**src/rtl/lcd_frame_capture.sv**
```systemverilog
// Rebuilds a static 4-common x 33-segment LCD frame from the SM510's multiplexed
// common/segment drive, double-buffered behind a registered random-access read port.
module lcd_frame_capture #(
    parameter int SETTLE  = 4,
    parameter int TIMEOUT = 1048576,
    parameter int TO_W    = 21
) (
    input  logic        clk,
    input  logic        rst,
    input  logic [3:0]  H,
    input  logic [15:0] segA,
    input  logic [15:0] segB,
    input  logic        Bs,
    input  logic [1:0]  rd_com,
    input  logic [5:0]  rd_seg,
    output logic        rd_data,
    output logic        frame_done,
    output logic [7:0]  frame_cnt,
    output logic        blank
);

    localparam int SC_W = (SETTLE > 1) ? $clog2(SETTLE) : 1;
    localparam logic [SC_W-1:0] SETTLE_LAST = SC_W'(SETTLE - 1);
    localparam logic [TO_W-1:0] TO_MAX      = TO_W'(TIMEOUT);

    typedef enum logic [1:0] {
        ST_IDLE,
        ST_SETTLE,
        ST_CAPTURE,
        ST_SWAP
    } state_t;

    state_t          state, state_n;
    logic [3:0]      h_prev;
    logic [1:0]      com_idx;
    logic [SC_W-1:0] settle_cnt;
    logic [3:0]      row_mask;
    logic [3:0]      mask_wr;
    logic            front_sel;
    logic [TO_W-1:0] to_cnt;
    logic [32:0]     frame_buf [2][4];
    logic [32:0]     front_row;

    logic h_change, h_valid, timeout_hit;
    logic load_com, settle_clr, settle_inc;

    function automatic logic [1:0] onehot_to_idx(input logic [3:0] h);
        case (h)
            4'b0010: onehot_to_idx = 2'd1;
            4'b0100: onehot_to_idx = 2'd2;
            4'b1000: onehot_to_idx = 2'd3;
            default: onehot_to_idx = 2'd0;
        endcase
    endfunction

    assign h_change    = (H != h_prev);
    assign h_valid     = (H != 4'd0) && ((H & (H - 4'd1)) == 4'd0);
    assign mask_wr     = row_mask | (4'b0001 << com_idx);
    // Capture owns the counter in its cycle, so a coincident timeout is dropped.
    assign timeout_hit = (state != ST_CAPTURE) && (to_cnt == TO_MAX - TO_W'(1));

    always_comb begin
        // NOTE: every combinational output gets a default first; a path that
        // leaves one unassigned would infer a latch.
        state_n    = state;
        load_com   = 1'b0;
        settle_clr = 1'b0;
        settle_inc = 1'b0;
        case (state)
            ST_IDLE: begin
                if (h_change && h_valid) begin
                    load_com   = 1'b1;
                    settle_clr = 1'b1;
                    state_n    = ST_SETTLE;
                end
            end
            ST_SETTLE: begin
                if (h_change) begin
                    if (h_valid) begin
                        load_com   = 1'b1;
                        settle_clr = 1'b1;
                    end else begin
                        state_n = ST_IDLE;
                    end
                end else if (settle_cnt == SETTLE_LAST) begin
                    state_n = ST_CAPTURE;
                end else begin
                    settle_inc = 1'b1;
                end
            end
            ST_CAPTURE: begin
                if (com_idx == 2'd3 && mask_wr == 4'b1111)
                    state_n = ST_SWAP;
                else
                    state_n = ST_IDLE;
            end
            ST_SWAP:  state_n = ST_IDLE;
            default:  state_n = ST_IDLE;
        endcase
    end

    // NOTE: sequential state is written only with non-blocking assignments so
    // every register samples the pre-edge values of its neighbours.
    always_ff @(posedge clk) begin
        if (rst) begin
            state      <= ST_IDLE;
            h_prev     <= 4'd0;
            com_idx    <= 2'd0;
            settle_cnt <= '0;
            row_mask   <= 4'd0;
            to_cnt     <= '0;
            front_sel  <= 1'b0;
            frame_done <= 1'b0;
            frame_cnt  <= 8'd0;
            blank      <= 1'b1;
        end else begin
            state      <= state_n;
            h_prev     <= H;
            frame_done <= (state == ST_SWAP);

            if (load_com)
                com_idx <= onehot_to_idx(H);

            if (settle_clr)
                settle_cnt <= '0;
            else if (settle_inc)
                settle_cnt <= settle_cnt + SC_W'(1);

            if (state == ST_CAPTURE)
                to_cnt <= '0;
            else if (to_cnt != TO_MAX)
                to_cnt <= to_cnt + TO_W'(1);

            if (state == ST_CAPTURE) begin
                // A common-0 capture outside a completing pass restarts the frame.
                if (com_idx == 2'd0)
                    row_mask <= 4'b0001;
                else
                    row_mask <= mask_wr;
            end else if (state == ST_SWAP || timeout_hit) begin
                row_mask <= 4'd0;
            end

            if (state == ST_SWAP) begin
                front_sel <= ~front_sel;
                frame_cnt <= frame_cnt + 8'd1;
                blank     <= 1'b0;
            end else if (timeout_hit) begin
                blank <= 1'b1;
            end
        end
    end

    // NOTE: the buffers are reset and whole-bank cleared in one cycle, which
    // only flops can do; that is why they are not written as a RAM.
    always_ff @(posedge clk) begin
        if (rst) begin
            for (int b = 0; b < 2; b++)
                for (int r = 0; r < 4; r++)
                    frame_buf[b][r] <= '0;
        end else if (state == ST_CAPTURE) begin
            frame_buf[~front_sel][com_idx] <= {Bs, segB, segA};
        end else if (state == ST_SWAP) begin
            for (int r = 0; r < 4; r++)
                frame_buf[front_sel][r] <= '0;
        end
    end

    always_comb front_row = frame_buf[front_sel][rd_com];

    always_ff @(posedge clk) begin
        if (rst)
            rd_data <= 1'b0;
        else if (blank || rd_seg > 6'd32)
            rd_data <= 1'b0;
        else
            rd_data <= front_row[rd_seg];
    end

endmodule

```
**config.mk**
```make
export PLATFORM = sky130hd
export DESIGN_NAME = lcd_frame_capture
export DESIGN_NICKNAME = d
export VERILOG_FILES = /design/src/rtl/lcd_frame_capture.sv
export SDC_FILE = /design/constraint.sdc
export NUM_CORES = 1
export LEC_CHECK = 0
export CORE_MARGIN = 4
export CORE_UTILIZATION = 50
export CTS_CLUSTER_DIAMETER = 40
export CTS_CLUSTER_SIZE = 25
export DETAILED_ROUTE_END_ITERATION = 10
export HOLD_SLACK_MARGIN = 0.15
export PLACE_DENSITY_LB_ADDON = 0.2
export REMOVE_ABC_BUFFERS = 1
export SLEW_MARGIN = 10
export SYNTH_ARGS = -nofsm -noshare
export SYNTH_HDL_FRONTEND = slang
export SYNTH_SLANG_ARGS = --single-unit
```
**constraint.sdc**
```tcl
create_clock -name clk -period 2.4 [get_ports clk]
set_clock_uncertainty 0.05 [all_clocks]
set_input_delay 0.72 -clock clk [delete_from_list [all_inputs] [get_ports clk]]
set_output_delay 0.72 -clock clk [all_outputs]
set_load 0.02 [all_outputs]
```
==> impl_metrics.csv, run 1 <==
group,metric,value,unit
outcome,status,"finished, violations left",
outcome,violations,"negative setup slack",
yosys,yosysWarnings,0,
finish,fin_util,63.37,%
yosys,synthMuxAreaShare,12.56,%
timing,fin_crit_sh,100.7,%
setup_path,cp_common_cell,"mux4_2",
yosys,synth_ff_type,"edfxtp_1",
yosys,avgSynthCellArea,13.91,sq um
yosys,synth_cell_types,56,
global_route,grt_pass1_vias,8568,
global_route,grtUsageTotal,21.97,%
die,initial_core_util,51.28,%
yosys,yosys.area.top_type_share,58.82,%
timing,rsz0062_at_grt,"true",
die,die_y,172.2,microns
setup_path,cp_slowest_cell,"mux4_2",
setup_path,crit_fanout,7,
timing,setup_ws,-0.01734,ns
worst_hold_path,min_path_type,"reg2reg",
setup_path,crit_arrival,2.76,ns
route,route.met2.wl,15350,microns
pwr,ir_drop,0.0004795,V
die,dieArea,29640,sq um
route,drt_wl_total,31950,microns
pwr,p_per_area,770.8,nW/um^2
finish,nNetsFinal,1152,
die,core,26280,sq um
timing,hold_viol,0,
placed_design,routabilityCongestion,0.8075,
setup_path,crit_type,"reg2reg",
route,vias_per_cell,5.747,
yosys,yosysMostFrequentCell,"edfxtp_1",
timing,clock.fmax,0.4137,GHz
timing,slew_headroom,45.90,%
yosys,synthAdderAreaFrac,0.3714,%
setup_path,crit_buf_inv,1,
timing,fin_setup_tns,-0.01734,ns
clock_network,cts.sinks,311,
setup_path,max_stage_delay,0.49,ns
timing,min_period,2.417,ns
yosys,ys_async_sr_fraction,0,%
route,avgRoutedWirePerCell,21.75,microns
yosys,syn-cell-area,13480,sq um
timing,slew_viol_final,0,
die,num_rows,59,
global_route,grt_overflow,0,
clock_network,clk_pin_slew_worst_paths,0.06,ns
route,drtPass1Iterations,5,
placed_design,place_hpwl,19440,microns
clock_network,clockBufferDepth,3,
yosys,synth_xor_area_share,2.015,%
clock_network,clkLatencyLatePin,0.52,ns
die,ios,58,
route,vias,8442,
finish,antenna_cells,0,
clock_network,cts_buffers,41,
yosys,synth_edf_count,264,
finish,drive_gt1_share,21.16,%
setup_path,crit_family,"multiplexers",
run,drv_cap,0,
finish,fill_cells,1958,
setup_path,startpoint_type,"flip-flop",
route,post-route-drc-count,0,
yosys,synth.top_cells.by_count,"edfxtp_1, nor2_1, nand2_1",
timing,tightest_slew,0.8096,ns
clock_network,cts_tree,"built",
yosys,synth-compound-area-share,3.723,%
global_route,grt_max_degree,34,
route,dr.first_iter.drc_count,793,
yosys,synth.ff_latch_count,311,
yosys,yosys.area.top_type,"edfxtp_1",
setup_path,worstPathCellList,"buf_6 -> mux4_2 -> mux4_2 -> or3_4 -> o2111ai_2 -> a41o_1 -> a21oi_2",
global_route,grt_pass1_wl,49480,microns
clock_network,cts_hold_buf,0,
global_route,antenna_found_initial,0,
finish,area_growth,23.58,%
route,detail-route-antenna-nets,0,
yosys,yosys-top-cells-area,"edfxtp_1, mux4_2, dfxtp_1, nor2_1, mux4_1",
pwr,power,12840,uW
setup_path,worstPathRequired,2.74,ns
clock_network,h-tree-depth,2,
yosys,synthCells,969,
route,met1_length,13840,microns
yosys,synth_top_family_by_area,"multiplexers",
route,wl_met3,2022,microns
yosys,synth-simple-area-share,11.92,%
yosys,synth-seq-area-share,65.81,%
route,top_layer,"met4",
die,fp.dieW,172.2,microns
pwr,p_leak,0.005996,uW
timing,setup_viol,1,
clock_network,cts-root-buf,"clkbuf_16",
setup_path,endpoint_kind,"flip-flop",
placed_design,port_buffers,57,
## metal layers
metal	vias to the layer above	GRT usage [%]
met2	291	35.80
met5	-	0
met1	4247	31.45
met4	0	5.810
li1	3847	-
met3	57	3.246
## layout by cell type (no fill, tap or decap), types with 4 or more instances in the layout
cell / synthesis / final
edfxtp_1: 264 / 264
nor2_1: 212 / 211
nand2_1: 64 / 64
buf_4: 4 / 55
clkdlybuf4s50_1: 0 / 54
mux4_2: 46 / 51
dfxtp_1: 47 / 46
clkbuf_16: 0 / 44
inv_1: 37 / 37
buf_12: 4 / 27
xor2_1: 24 / 24
a21oi_1: 20 / 19
a22oi_1: 18 / 18
mux2i_1: 18 / 16
o21ai_0: 16 / 14
nand4_1: 13 / 13
nor2b_1: 12 / 12
nand3_1: 11 / 11
mux4_1: 16 / 11
inv_6: 0 / 8
nand2b_1: 12 / 7
xnor2_1: 7 / 7
nor3_1: 6 / 6
or3_1: 7 / 6
clkinv_2: 0 / 6
nand2b_2: 0 / 5
nor4_1: 5 / 5
mux2_2: 5 / 5
o21ai_4: 0 / 4
and2_1: 4 / 4
ha_1: 4 / 4
clkinv_4: 0 / 4
inv_8: 0 / 4
## where the power goes
| part | internal, uW | leakage [uW] | total (uW) | switching, uW |
|---|---|---|---|---|
| registers | 6010 | 0.00306 | 6060 | 52.7 |
| logic | 344 | 0.00225 | 700 | 356 |
| clock network | 3600 | 0.000685 | 6070 | 2470 |
## state kept, by name (all words and copies together), names as in the netlist, named ones only
| register | count |
|---|---|
| frame_cnt | 8 |
| rd_data | 1 |
| frame_done | 1 |
| com_idx | 2 |
| front_sel | 1 |
| frame_buf | 264 |
| state | 2 |
| row_mask | 3 |
| to_cnt | 21 |
| h_prev | 4 |
| blank | 1 |
| settle_cnt | 2 |
## worst paths after layout
| check | startpoint | end | slack (ns) | depth (start not counted) |
|---|---|---|---|---|
| setup / recovery | flip-flop | rd_data$_SDFF_PP0_ | -0.02 | 7 |
| setup reg to reg | flip-flop | rd_data$_SDFF_PP0_ | -0.02 | 7 |
| hold / removal | row_mask[1]$_SDFFE_PP0P_ | row_mask[1]$_SDFFE_PP0P_ | 0.42 | 1 |
| hold reg to reg | row_mask[1]$_SDFFE_PP0P_ | row_mask[1]$_SDFFE_PP0P_ | 0.42 | 1 |
## repair_timing
action                                  in CTS  in global routing
endpoints found under the hold margin        0                  0
endpoints found under the setup margin     188                 11
gates cloned                                 1                  1
buffers inserted                             1                  4
pin swaps                                    1                  3
resized for setup                            6                 16
## through the flow
stage               cell area [sq um]  setup WS (ns)  hold slack, ns  std cells
floorplan                       13130         -1.986          0.3908        913
global placement                15120        -0.5824          0.3984       1386
detailed placement              15120        -0.6574          0.4046       1386
CTS                             16550       -0.04131          0.4190       1464
global route                    16650       -0.06764          0.4272       1469
finish                          16650       -0.01734          0.4169       1469
## layout make-up
type | instances | area, sq um | area share [%]
Sequential cell | 311 | 8872 | 53.27
Multi-Input combinational cell | 566 | 4219 | 25.33
Timing Repair Buffer | 144 | 1610 | 9.669
Clock buffer | 45 | 1084 | 6.506
Tap cell | 335 | 419.2 | 2.517
Clock inverter | 31 | 311.5 | 1.871
Inverter | 37 | 138.9 | 0.8339
## kinds of logic after synthesis
group | count (synthesis)
compound gates | 79
xor+xnor | 31
fa+ha+maj | 4
buf+inv | 93
flops | 311
mux | 85
simple gates | 366
(Power assumes the default switching activity.)
==> run 2: changes to the inputs <==
--- a/config.mk
+++ b/config.mk
@@ -5,7 +5,6 @@
 export SDC_FILE = /design/constraint.sdc
 export NUM_CORES = 1
 export LEC_CHECK = 0
-export CORE_MARGIN = 4
 export CORE_UTILIZATION = 50
 export CTS_CLUSTER_DIAMETER = 40
 export CTS_CLUSTER_SIZE = 25
==> impl_metrics.csv, run 2 (synthesis gave the netlist of run 1 again) <==
group,metric,value,unit
timing,min_period,2.416,ns
finish,top_register,"frame_buf",
route,dr.first_iter.drc_count,732,
route,avgRoutedWirePerCell,21.63,microns
global_route,grtUsageTotal,23.29,%
finish,largest_register_ffs,264,
placed_design,port_buffers,57,
timing,setup_ws,-0.01587,ns
die,fp.dieW,166.2,microns
pwr,ir_drop,0.0004772,V
finish,fill_cells,1972,
finish,final_cell_mix,"edfxtp_1, nor2_1, nand2_1",
die,core,26280,sq um
pwr,p_seq_share,49.5,%
pwr,clockPowerShare,44.8,%
clock_network,cts-root-buf,"clkbuf_16",
timing,slew_headroom,49.75,%
clock_network,clockBufferDepth,3,
route,post-route-drc-count,4,
setup_path,startpoint_type,"flip-flop",
finish,largestRegisters,"frame_buf: 264 flops, to_cnt: 21 flops, frame_cnt: 8 flops",
finish,final_cells,1454,
finish,area_growth,21.67,%
setup_path,reg2reg_depth,7,
finish,final_common_cell,"edfxtp_1",
run,drv_cap,0,
setup_path,crit_arrival,2.79,ns
timing,clock.fmax,0.4139,GHz
clock_network,cts_tree,"built",
timing,tightest_slew,0.7520,ns
setup_path,worstPathRequired,2.77,ns
finish,drive_gt1_share,20.02,%
timing,slew_viol_final,0,
die,initial_core_util,51.28,%
clock_network,clkLatencyLatePin,0.51,ns
die,die_y,166.2,microns
setup_path,endpoint_kind,"flip-flop",
placed_design,place_hpwl,19070,microns
placed_design,preCtsSetupSlack,-0.6041,ns
clock_network,h-tree-depth,2,
outcome,status,"finished, violations left",
pwr,internal_power,9478,uW
pwr,p_leak,0.005872,uW
setup_path,crit_type,"reg2reg",
global_route,grt_pass1_vias,8348,
setup_path,crit_fanout,6,
clock_network,cts_hold_buf,0,
outcome,violations,"design-rule violations, negative setup slack",
finish,nNetsFinal,1141,
route,detail-route-antenna-nets,0,
die,num_rows,59,
global_route,grt_overflow,0,
placed_design,routabilityCongestion,0.8107,
timing,fin_hold_ws,0.4205,ns
route,vias_per_cell,5.711,
global_route,grt_max_degree,34,
route,vias,8304,
timing,hold_viol,0,
timing,rsz0062_at_grt,"true",
placed_design,dp.cells,1382,
finish,fin_area,16400,sq um
timing,setup_viol,1,
pwr,combPwrFrac,5.7,%
die,ios,58,
clock_network,cts_buffers,38,
global_route,grt_pass1_wl,48240,microns
route,drtPass1Iterations,8,
pwr,p_per_area,746.9,nW/um^2
placed_design,place_area,15080,sq um
route,drt_wl_total,31450,microns
timing,fin_crit_sh,100.7,%
clock_network,cts.sinks,311,
pwr,swShare,22.61,%
die,dieArea,27610,sq um
finish,antenna_cells,0,
clock_network,clk_pin_slew_worst_paths,0.06,ns
worst_hold_path,whs_path_depth,1,
worst_hold_path,min_path_type,"reg2reg",
pwr,p_switching,2770,uW
finish,fin_util,62.39,%
global_route,antenna_found_initial,0,
[run 2: cell count changes in the layout (fill, tap and decap cells not counted), sizes merged]
cell	before	now
buf	88	81
bufinv	2	0
clkbuf	46	41
clkdlybuf4s50	54	53
clkinv	14	12
clkinvlp	2	5
dlymetal6s2s	1	2
inv	50	48
[run 2: critical path: stages (launching register included)]
cell	delay, ns
dfxtp_4	0.45
buf_12	0.15
mux4_2	0.50
mux4_2	0.49
or3b_1	0.37
o2111ai_2	0.08
a41o_1	0.19
a21oi_1	0.04
[run 2: worst paths after layout]
check,from,to,slack (ns)
worst max-delay path,flip-flop,rd_data$_SDFF_PP0_,-0.02
worst min-delay path,row_mask[2]$_SDFFE_PP0P_,row_mask[2]$_SDFFE_PP0P_,0.42
worst max register to register,flip-flop,rd_data$_SDFF_PP0_,-0.02
worst min register to register,row_mask[2]$_SDFFE_PP0P_,row_mask[2]$_SDFFE_PP0P_,0.42
[run 2: cell type report]
type                    count  area, sq um  share of cell area, %
multi-input cells         566         4230                  25.80
repair buffers            136         1506                  9.187
well taps                 335        419.2                  2.556
inverters                  37        138.9                 0.8470
clock inverters            28        226.5                  1.381
flip-flops and latches    311         8872                  54.11
clock buffers              41         1003                  6.120
[run 2: power by group through the flow]
| stage | Clock (uW) | Combinational (uW) | Sequential, uW |
|---|---|---|---|
| finish | 5480 | 700 | 6060 |
| global route | 5780 | 743 | 6080 |
| CTS | 5550 | 697 | 6060 |
| detailed placement | 0 | 690 | 6180 |
| global placement | 0 | 690 | 6170 |
| floorplan | 0 | 287 | 6160 |
[run 2: metal layers]
| metal | track usage [%] | vias to the layer above | routed length [microns] |
|---|---|---|---|
| met4 | 5.607 | 0 | 477 |
| met3 | 3.408 | 40 | 2566 |
| met2 | 39.26 | 327 | 15500 |
| met5 | 0 | - | 0 |
| met1 | 32.03 | 4114 | 12910 |
| li1 | - | 3823 | - |
[run 2: timing repair]
action                     CTS  global route
resized for setup            3            14
buffers inserted             2             0
cloned                       1             0
pin swaps                    1             4
setup endpoints to repair  166             5
hold endpoints to repair     0             0
[run 2: per-stage QoR]
step	TNS, ns	power, uW
after floorplan	-138.87	6450
after global placement	-129.59	6861
after detailed placement	-144.34	6869
after CTS	-0.04216	12310
after global routing	-0.08028	12600
final	-0.01587	12250
